File: config.mk
export PLATFORM = sky130hd
export DESIGN_NAME = hsv_to_rgb_seq
export DESIGN_NICKNAME = d
export VERILOG_FILES = /design/src/rtl/hsv_to_rgb_seq_pkg.sv /design/src/rtl/hsv_to_rgb_seq_mul8x8_u.sv /design/src/rtl/hsv_to_rgb_seq.sv
export SDC_FILE = /design/constraint.sdc
export NUM_CORES = 1
export LEC_CHECK = 0
export ABC_CLOCK_PERIOD_IN_PS = 10100
export BUFFER_PORTS_ARGS = -buffer_cell sky130_fd_sc_hd__buf_2
export CAP_MARGIN = 25
export CORE_UTILIZATION = 40
export DETAILED_ROUTE_END_ITERATION = 10
export GPL_TIMING_DRIVEN = 1
export HOLD_SLACK_MARGIN = 0.08
export SYNTH_ARGS = -nofsm -noshare
export SYNTH_HDL_FRONTEND = slang
export SYNTH_HIERARCHICAL = 1
export SYNTH_SLANG_ARGS = --single-unit
File: constraint.sdc
create_clock -name clk -period 10.1 [get_ports clk]
set_clock_uncertainty 0.05 [all_clocks]
set_input_delay 1.515 -clock clk [delete_from_list [all_inputs] [get_ports clk]]
set_output_delay 1.515 -clock clk [all_outputs]
set_load 0.1 [all_outputs]
File: src/rtl/hsv_to_rgb_seq_pkg.sv
// Shared definitions for the HSV-to-RGB converter: FSM state encoding, hue constants
// and the rounding divide-by-255 helper.
// Latency: n/a (declarations only). Backpressure: n/a.
package hsv_to_rgb_seq_pkg;

  typedef enum logic [2:0] {
    IDLE   = 3'd0,
    MUL_P  = 3'd1,
    MUL_SF = 3'd2,
    MUL_SG = 3'd3,
    MUL_Q  = 3'd4,
    MUL_T  = 3'd5,
    DONE   = 3'd6
  } state_t;

  localparam int HUE_SECTOR_SIZE = 256;
  localparam int HUE_MAX         = 1536;

  // round(x/255) for x in 0..65025 using only adds and shifts.
  // x+128 and the correction term both stay below 2^16 for that input range.
  function automatic logic [7:0] div255(input logic [15:0] x);
    logic [15:0] y;
    y = x + 16'd128;
    y = y + (y >> 8);
    return y[15:8];
  endfunction

endpackage

File: src/rtl/hsv_to_rgb_seq_mul8x8_u.sv
// Combinational 8x8 unsigned multiplier, shared by all product steps of the converter.
// Latency: 0 cycles (pure combinational). Backpressure: none, operands are muxed by the caller.
// Ports: a, b = 8-bit operands; p = 16-bit product.
module mul8x8_u (
  input  logic [7:0]  a,
  input  logic [7:0]  b,
  output logic [15:0] p
);

  assign p = 16'(a) * 16'(b);

endmodule

File: src/rtl/hsv_to_rgb_seq.sv
// Iterative HSV-to-RGB converter: five time-multiplexed multiplies on one 8x8 multiplier.
// Latency: out_valid rises 6 cycles after the input handshake; one pixel in flight at a time.
// Backpressure: result held in DONE until out_ready; in_ready is high only in IDLE.
// Ports: clk/rst (sync, active-high); in_valid/in_ready + h,s,v input handshake;
//        out_valid/out_ready + r,g,b output handshake.
module hsv_to_rgb_seq
  import hsv_to_rgb_seq_pkg::*;
#(
  parameter int W  = 8,
  parameter int HW = 11
) (
  input  logic          clk,
  input  logic          rst,
  input  logic          in_valid,
  output logic          in_ready,
  input  logic [HW-1:0] h,
  input  logic [W-1:0]  s,
  input  logic [W-1:0]  v,
  output logic          out_valid,
  input  logic          out_ready,
  output logic [W-1:0]  r,
  output logic [W-1:0]  g,
  output logic [W-1:0]  b
);

  localparam int            FW   = $clog2(HUE_SECTOR_SIZE);
  localparam logic [2:0]    NSEC = 3'(HUE_MAX / HUE_SECTOR_SIZE);
  localparam logic [W-1:0]  VMAX = '1;

  state_t         state, nxt;
  logic [2:0]     sec_in, sec_n, sec_q;
  logic [W-1:0]   f_q, s_q, v_q;
  logic [W-1:0]   p_q, sf_q, sg_q, q_q;
  logic [W-1:0]   mul_a, mul_b;
  logic [2*W-1:0] prod;
  logic [W-1:0]   quo;
  logic [W-1:0]   r_n, g_n, b_n;

  // Hues past the last sector wrap by one full turn; only the sector field changes.
  assign sec_in = h[HW-1:FW];
  assign sec_n  = (sec_in >= NSEC) ? sec_in - NSEC : sec_in;

  mul8x8_u u_mul (
    .a (mul_a),
    .b (mul_b),
    .p (prod)
  );

  assign quo = div255(prod);

  // State register
  always_ff @(posedge clk) begin
    if (rst) state <= IDLE;
    else     state <= nxt;
  end

  // Next-state logic
  always_comb begin
    nxt = state;
    unique case (state)
      IDLE:    if (in_valid)  nxt = MUL_P;
      MUL_P:   nxt = MUL_SF;
      MUL_SF:  nxt = MUL_SG;
      MUL_SG:  nxt = MUL_Q;
      MUL_Q:   nxt = MUL_T;
      MUL_T:   nxt = DONE;
      DONE:    if (out_ready) nxt = IDLE;
      default: nxt = IDLE;
    endcase
  end

  // Output logic: handshake flags come straight from the state register, so a new
  // pixel can be taken only in the cycle after the DONE handshake.
  always_comb begin
    in_ready  = 1'b0;
    out_valid = 1'b0;
    mul_a     = '0;
    mul_b     = '0;
    unique case (state)
      IDLE:    in_ready = ~rst;
      MUL_P:   begin mul_a = v_q; mul_b = VMAX - s_q;  end
      MUL_SF:  begin mul_a = s_q; mul_b = f_q;         end
      MUL_SG:  begin mul_a = s_q; mul_b = VMAX - f_q;  end
      MUL_Q:   begin mul_a = v_q; mul_b = VMAX - sf_q; end
      MUL_T:   begin mul_a = v_q; mul_b = VMAX - sg_q; end
      DONE:    out_valid = 1'b1;
      default: ;
    endcase
  end

  // Sector mapping, evaluated during MUL_T where the live quotient is t.
  always_comb begin
    r_n = v_q;
    g_n = quo;
    b_n = p_q;
    case (sec_q)
      3'd1:    begin r_n = q_q; g_n = v_q; b_n = p_q; end
      3'd2:    begin r_n = p_q; g_n = v_q; b_n = quo; end
      3'd3:    begin r_n = p_q; g_n = q_q; b_n = v_q; end
      3'd4:    begin r_n = quo; g_n = p_q; b_n = v_q; end
      3'd5:    begin r_n = v_q; g_n = p_q; b_n = q_q; end
      default: begin r_n = v_q; g_n = quo; b_n = p_q; end
    endcase
  end

  // Datapath: capture operands in IDLE, latch one quotient per multiply state.
  always_ff @(posedge clk) begin
    if (rst) begin
      sec_q <= '0;
      f_q   <= '0;
      s_q   <= '0;
      v_q   <= '0;
      p_q   <= '0;
      sf_q  <= '0;
      sg_q  <= '0;
      q_q   <= '0;
      r     <= '0;
      g     <= '0;
      b     <= '0;
    end else begin
      case (state)
        IDLE: begin
          if (in_valid) begin
            sec_q <= sec_n;
            f_q   <= h[FW-1:0];
            s_q   <= s;
            v_q   <= v;
          end
        end
        MUL_P:  p_q  <= quo;
        MUL_SF: sf_q <= quo;
        MUL_SG: sg_q <= quo;
        MUL_Q:  q_q  <= quo;
        MUL_T: begin
          r <= r_n;
          g <= g_n;
          b <= b_n;
        end
        default: ;
      endcase
    end
  end

endmodule

Word-level counts from Yosys, hierarchy flattened

Cells that the tools add are included.

Register bits after elaboration: 86
Bits of input ports: 31
Output and inout bits: 26
Word-level logic and storage cells: 55

$add $sub $neg: 7
Multipliers: 1
Order comparisons: 1
Eq/ne operators: 13
Multiplexer cells: 11
Bitwise gates (word level): 1
Reduce and logical (&&, ||, !) cells: 9

Operators with widths:

| cell                                                                  | count |
|---|---|
| 8-bit case mux with 3 select lines                                    | 3 |
| 8-bit case mux with 5 select lines                                    | 1 |
| 8-bit subtractor, first input constant                                | 4 |
| 3-bit case mux with 7 select lines                                    | 1 |
| 16-bit by 8-bit adder with 16-bit output                              | 1 |
| 16-bit by 8-bit adder with 16-bit output, second input constant       | 1 |
| 8-bit by 8-bit multiplier with 16-bit output                          | 1 |
| 8-bit case mux with 2 select lines                                    | 1 |
| 3-bit equality test, second input constant                            | 5 |
| 3-bit by 2-bit equality test with 1-bit output, second input constant | 4 |
| 2-bit OR reduction                                                    | 5 |
| 3-bit two-way mux                                                     | 3 |
| 3-bit by 1-bit equality test with 1-bit output, second input constant | 2 |
| 2-bit != test, second input constant                                  | 2 |
| 2-bit AND reduction                                                   | 2 |
| 3-bit greater-or-equal comparator, second input constant              | 1 |
| 3-bit logical NOT                                                     | 1 |
| 3-bit OR reduction                                                    | 1 |
| 3-bit subtractor, second input constant                               | 1 |
| 1-bit two-way mux                                                     | 2 |
| 1-bit NOT                                                             | 1 |

Depth between registers and ports, before layout

Word-level depth: 7
Mapped depth: 34
Depth with buffers taken out: 31

Modules after synthesis

The synthesis kept the hierarchy.

Modules (own cells, without submodules):

| module         | instances | cells each | area an instance (um^2) | sequential area each (um^2) |
|---|---|---|---|---|
| hsv_to_rgb_seq | 1         | 660        | 4,883.4                 | 1,721.7 |
| mul8x8_u       | 1         | 243        | 2,125.8                 | 0.0 |

Least setup slack after synthesis

No wires, ideal clock.

Path type: register to register
Start point: reg state[2]
End point: reg sf_q[4]
Setup time: 0.139 ns
Arrival: 7.544 ns
Data required time: 9.911 ns
Setup slack: 2.367 ns
Stages on the path, launching flop included: 33
Path buffers: 4
Clock period less this slack: 7.733 ns
Cell sequence: dfxtp_1 clkbuf_1 clkbuf_1 clkbuf_1 a211oi_1 nor2_1 a21oi_1 and2_1 fa_1 inv_1 fa_1 inv_1 fa_1 inv_1 fa_1 inv_1 ha_1 o21a_1 o21ai_0 a21oi_1 xor2_1 nand4_2 o21ai_0 and2_2 inv_1 ha_1 nand3_1 a211oi_1 o21ai_1 or3_1 buf_2 xor2_1 o22ai_1

Elaborated cells between the ends (all ways): 12
Those cells by class: add/sub: 2; mul: 1; eq/ne: 5; mux: 2; reduce/logical: 2

RTL lines:

| what                                              | line                          | RTL |
|---|---|---|
| start: declaration                                | hsv_to_rgb_seq.sv:30          | `state_t state, nxt;` |
| start signal: assignment                          | hsv_to_rgb_seq.sv:54          | `else state <= nxt;` |
| 3-bit equality test, or another cell as far along | hsv_to_rgb_seq.sv:79          | `unique case (state)` |
| 8-bit case mux with 5 select lines *              | hsv_to_rgb_seq.sv:79          |  |
| net mul_b[2]                                      | hsv_to_rgb_seq.sv:34          | `logic [W-1:0] mul_a, mul_b;` |
| 8-bit by 8-bit multiplier with 16-bit output *    | hsv_to_rgb_seq_mul8x8_u.sv:10 | `assign p = 16'(a) * 16'(b);` |
| net prod[10]                                      | hsv_to_rgb_seq.sv:35          | `logic [2*W-1:0] prod;` |
| 16-bit by 8-bit adder with 16-bit output *        | hsv_to_rgb_seq_pkg.sv:23      | `y = x + 16'd128;` |
| 16-bit by 8-bit adder with 16-bit output *        | hsv_to_rgb_seq_pkg.sv:24      | `y = y + (y >> 8);` |
| end signal: assignment                            | hsv_to_rgb_seq.sv:131         | `MUL_SF: sf_q <= quo;` |
| end: declaration                                  | hsv_to_rgb_seq.sv:33          | `logic [W-1:0] p_q, sf_q, sg_q, q_q;` |

The timed path passes the listed nets; every way through them passes the cells marked *.
A chain may end at the register's enable or synchronous reset.

Worst setup path in the final report

Start point: reg state[2]
End point: reg p_q[4]

Elaborated cells between the ends (all ways): 12
Those cells by class: add/sub: 2; mul: 1; eq/ne: 5; mux: 2; reduce/logical: 2

RTL lines:

| what                                              | line                          | RTL |
|---|---|---|
| 3-bit equality test, or another cell as far along | hsv_to_rgb_seq.sv:79          |  |
| 8-bit case mux with 5 select lines *              | hsv_to_rgb_seq.sv:79          |  |
| net mul_b[5]                                      | hsv_to_rgb_seq.sv:34          |  |
| 8-bit by 8-bit multiplier with 16-bit output *    | hsv_to_rgb_seq_mul8x8_u.sv:10 |  |
| net prod[9]                                       | hsv_to_rgb_seq.sv:35          |  |
| 16-bit by 8-bit adder with 16-bit output *        | hsv_to_rgb_seq_pkg.sv:23      |  |
| 16-bit by 8-bit adder with 16-bit output *        | hsv_to_rgb_seq_pkg.sv:24      |  |
| end signal: assignment                            | hsv_to_rgb_seq.sv:130         | `MUL_P: p_q <= quo;` |
| end: declaration                                  | hsv_to_rgb_seq.sv:33          |  |

Marks and branches as above.

==> implementation parameters <==
Parameter                              Value

Finish
  Area of the multi-input gates ... between 4000 and 5000 um^2
  Final non-filler cell total ... between 1000 and 1500
  Area taken by flip-flops and latches ... between 1500 and 2000 um^2
  Ant diodes ... 0
  Number of nets in the finished design ... ~1100
  Filler instances ... about 1800
  Area added between synthesis and finish ... 11.6%
  Fraction of final layout cells sized beyond drive strength 1 ... around an eighth

Die
  Die X ... around 130 um
  Number of placement rows ... 48
  Chip Height ... 134 um
  Floorplan core area ... between 15000 and 20000 um^2
  Die Outline Area ... approximately 18000 um^2
  I/O pin count ... 57
  Starting utilization of the core area ... 40.8%

Critical path
  Worst setup path startpoint ... state[2]$_SDFFE_PP0P_
  Number of cells on the worst reg-to-reg path ... 27
  Endpoint required time on the critical path ... just over 10 ns
  Type of the setup path with the least slack ... flip-flop to flip-flop
  Data arrival time of the worst path ... between 9 and 10 ns
  R2r endpoint ... p_q[4]$_SDFFE_PP0P_
  Crit. End Element ... flip-flop
  Type of element launching the critical path ... flip-flop
  Worst setup path end ... p_q[4]$_SDFFE_PP0P_
  Beginning of the worst register-to-register path ... state[2]$_SDFFE_PP0P_
  Critical Path Fanout Max ... 17
  Worst reg-to-reg setup slack ... about 1.1 ns

Global routing
  Vias in the first global route ... approximately 6000
  First-pass GRT wire length ... between 30 and 40 mm
  Total Routing Usage GR ... 22.8%
  Number of antenna violations at the first check in global routing ... 0
  Largest net degree at the start of global routing ... 51
  Overflow left after global routing ... 0

Timing
  Min Clock Period, post-route ... between 8 and 9 ns
  Fmax ... between 100 and 150 MHz
  Setup Viol. Count Final ... 0
  Sum Neg Setup Slack ... 0 ns
  Final Hold Vio Count ... 0
  Slew HR ... roughly 30%
  Actual transition at the worst max-transition pin ... 1.05 ns
  Period utilisation layout ... approximately nine tenths
  Count of final max-slew check failures ... 0
  RSZ-0062 raised after global routing ... no

Clock network
  Root cell of the clock tree ... sky130_fd_sc_hd__clkbuf_16
  Buffer count from post-CTS setup fixing ... 0
  Maximum number of buffers from clock root to sink ... 2
  CTS Buf Count ... 9
  Clock-pin slew on the worst setup and hold paths ... approximately 0.06 ns
  Total number of clock tree sinks ... 86
  CTS tree ... done
  Clock insertion delay at the later pin of the skew report ... 0.35 ns
  # H-tree levels ... 3
  Count of cells resized by post-cts repair ... 0
  Number of buffers inserted for hold repair after clock tree synthesis ... 0

Synth
  Number of distinct standard cells referenced by the synthesized netlist ... between 70 and 80
  Yosys warning total ... 6
  Number of synthesized register bits ... 86
  Post-Syn Nets ... ~1000
  Mean post-synth cell area ... a little under 8 um^2
  Async SR Flop Fraction ... 0%
  Post-synthesis sequential area ratio ... about a quarter
  Post-Synthesis Cell Area ... 7010 um^2
  Number of enable flip-flop cells after synthesis ... 0
  Most used DFF post-synth ... sky130_fd_sc_hd__dfxtp_1
  Number of instances in the synthesized netlist ... 903

Hold path
  Worst Hold Class ... flip-flop to flip-flop
  Min-delay src ... s_q[1]$_SDFFE_PP0P_

Placement
  Half-perimeter wire length of the detailed placement result ... 14.9 mm
  Count of placed standard cells including taps ... between 1000 and 1500
  IO buf count ... 56
  Global placement routability congestion ... around 0.86

Routing
  Number of violations reported at the end of detailed-routing iteration 0 ... 550
  Wirelength, routed ... 19.9 mm
  Post-DRT Antenna Nets ... 0
  Residual DRC ... 0
  Ratio of routed vias to standard cells ... roughly 5.5
  Via count ... between 6000 and 7000
  Post-detailed-route wirelength per cell ... roughly 17 um
  DR pass1 iterations ... 5

Pwr
  Worst vdd rail ir drop ... around 0.13 mV
  Power density cells ... roughly 120 nW/um^2
  Static Leak ... between 3 and 4 nW

Flow run
  Max-cap violation count ... 0

Run status
  Status ... finished, final reports clean
-- state kept, by name (all words and copies together) (netlist names) --
| name | flops |
|---|---|
| f_q | 8 |
| b | 8 |
| state | 3 |
| sec_q | 3 |
| s_q | 8 |
| p_q | 8 |
| sg_q | 8 |
| q_q | 8 |
| sf_q | 8 |
| g | 8 |
| r | 8 |
| v_q | 8 |
-- layout by cell type (no fill, tap or decap), types with 9 or more instances in the layout --
| master | synthesis | final |
|---|---|---|
| sky130_fd_sc_hd__a211oi_1 | 20 | 20 |
| sky130_fd_sc_hd__a21oi_1 | 86 | 86 |
| sky130_fd_sc_hd__a31oi_1 | 10 | 10 |
| sky130_fd_sc_hd__and2_1 | 55 | 55 |
| sky130_fd_sc_hd__and3_1 | 10 | 10 |
| sky130_fd_sc_hd__buf_2 | 2 | 56 |
| sky130_fd_sc_hd__buf_4 | 0 | 15 |
| sky130_fd_sc_hd__clkbuf_16 | 0 | 9 |
| sky130_fd_sc_hd__dfxtp_1 | 86 | 86 |
| sky130_fd_sc_hd__fa_1 | 36 | 36 |
| sky130_fd_sc_hd__ha_1 | 46 | 46 |
| sky130_fd_sc_hd__inv_1 | 60 | 60 |
| sky130_fd_sc_hd__nand2_1 | 154 | 154 |
| sky130_fd_sc_hd__nand3_1 | 27 | 27 |
| sky130_fd_sc_hd__nor2_1 | 54 | 54 |
| sky130_fd_sc_hd__nor2b_1 | 13 | 13 |
| sky130_fd_sc_hd__nor3_1 | 19 | 19 |
| sky130_fd_sc_hd__o21ai_0 | 37 | 37 |
| sky130_fd_sc_hd__xnor2_1 | 11 | 11 |
| sky130_fd_sc_hd__xor2_1 | 9 | 9 |
-- critical path, stage by stage (launching register included) --
cell	delay [ns]
sky130_fd_sc_hd__dfxtp_1	0.45
sky130_fd_sc_hd__buf_4	0.26
sky130_fd_sc_hd__nor2b_1	0.56
sky130_fd_sc_hd__a211oi_1	0.17
sky130_fd_sc_hd__a21oi_1	0.52
sky130_fd_sc_hd__nand2_1	0.16
sky130_fd_sc_hd__fa_1	0.54
sky130_fd_sc_hd__fa_1	0.51
sky130_fd_sc_hd__inv_1	0.05
sky130_fd_sc_hd__fa_1	0.47
sky130_fd_sc_hd__inv_1	0.04
sky130_fd_sc_hd__fa_1	0.47
sky130_fd_sc_hd__inv_1	0.04
sky130_fd_sc_hd__ha_1	0.35
sky130_fd_sc_hd__a21o_1	0.20
sky130_fd_sc_hd__a21oi_2	0.16
sky130_fd_sc_hd__nand2_1	0.09
sky130_fd_sc_hd__xor2_1	0.50
sky130_fd_sc_hd__nand3_1	0.18
sky130_fd_sc_hd__o21ai_0	0.48
sky130_fd_sc_hd__nand2_1	0.22
sky130_fd_sc_hd__ha_1	0.35
sky130_fd_sc_hd__nand2_1	0.06
sky130_fd_sc_hd__a211oi_1	0.34
sky130_fd_sc_hd__o21ai_1	0.25
sky130_fd_sc_hd__or3_1	0.58
sky130_fd_sc_hd__xor2_1	0.56
sky130_fd_sc_hd__o22ai_1	0.17
-- cell families (layout without fill, tap and decap cells) --
group | count (synthesis) | count (layout) | share of synthesized area [%]
adders and majority gates | 82 | 82 | 18.5
and+or+nand+nor | 373 | 373 | 25.9
AOI/OAI and AO/OA | 225 | 225 | 20.9
DFF | 86 | 86 | 24.6
xor gates and xnor gates | 20 | 20 | 2.50
muxes | 8 | 8 | 1.25
buffers and inverters | 109 | 148 | 6.39
-- cell type report --
cell class | count | area share, %
timing repair buffer | 71 | 5.02
clock inverter | 6 | 1.50
tap | 225 | 3.60
multi-input combinational | 708 | 61.9
clock buffer | 10 | 3.06
sequential | 86 | 22.0
inverter | 61 | 2.93
-- cell usage after synthesis (all sizes together), types with 8 or more instances --
master,count,area share (%)
a211oi,21,2.3
a21oi,89,6.5
a221oi,9,1.4
a31oi,11,1.2
and2,57,5.1
and3,11,1.0
clkbuf,41,2.6
dfxtp,86,25
fa,36,10
ha,46,8.2
inv,60,3.2
nand2,155,8.3
nand3,27,1.9
nand3b,8,0.86
nor2,54,2.9
nor2b,14,1.4
nor3,19,1.4
o21ai,40,2.9
xnor2,11,1.4
xor2,9,1.1
-- through the flow --
step	worst slack [ns]	hold slack, ns	utilization, %	cell area, um^2	power, mW
detailed placement	1.17	0.397	43.5	7460	0.552
finish	1.13	0.403	45.5	7820	0.946
CTS	1.16	0.406	45.5	7820	0.950
global route	0.299	0.430	45.5	7820	0.985
floorplan	2.37	0.382	-	7010	0.498
global placement	1.32	0.392	43.5	7460	0.551
-- how the worst min path moves through the flow --
stage	endpoint	depth (start not counted)	slack, ns
final	s_q[1]$_SDFFE_PP0P_	2	0.40
after global routing	s_q[0]$_SDFFE_PP0P_	2	0.43
after CTS	s_q[6]$_SDFFE_PP0P_	2	0.41
after detailed placement	s_q[6]$_SDFFE_PP0P_	2	0.40
after global placement	s_q[1]$_SDFFE_PP0P_	2	0.39
after floorplan	s_q[0]$_SDFFE_PP0P_	2	0.38
-- routing by layer --
layer | wire length (um) | up-vias | global-route usage (%)
met1 | 9370 | 2987 | 31.3
met2 | 8800 | 236 | 36.1
met4 | 379 | 0 | 5.99
met3 | 1390 | 35 | 4.80
li1 | - | 3184 | -
met5 | 0 | - | 0
-- where the power goes --
| part | internal, mW | switching (mW) | total (mW) |
|---|---|---|---|
| clock network | 0.251 | 0.148 | 0.399 |
| logic | 0.0565 | 0.122 | 0.178 |
| registers | 0.350 | 0.0189 | 0.369 |
| total | 0.657 | 0.289 | 0.946 |
Note: power is estimated with default switching activity, not from simulation.
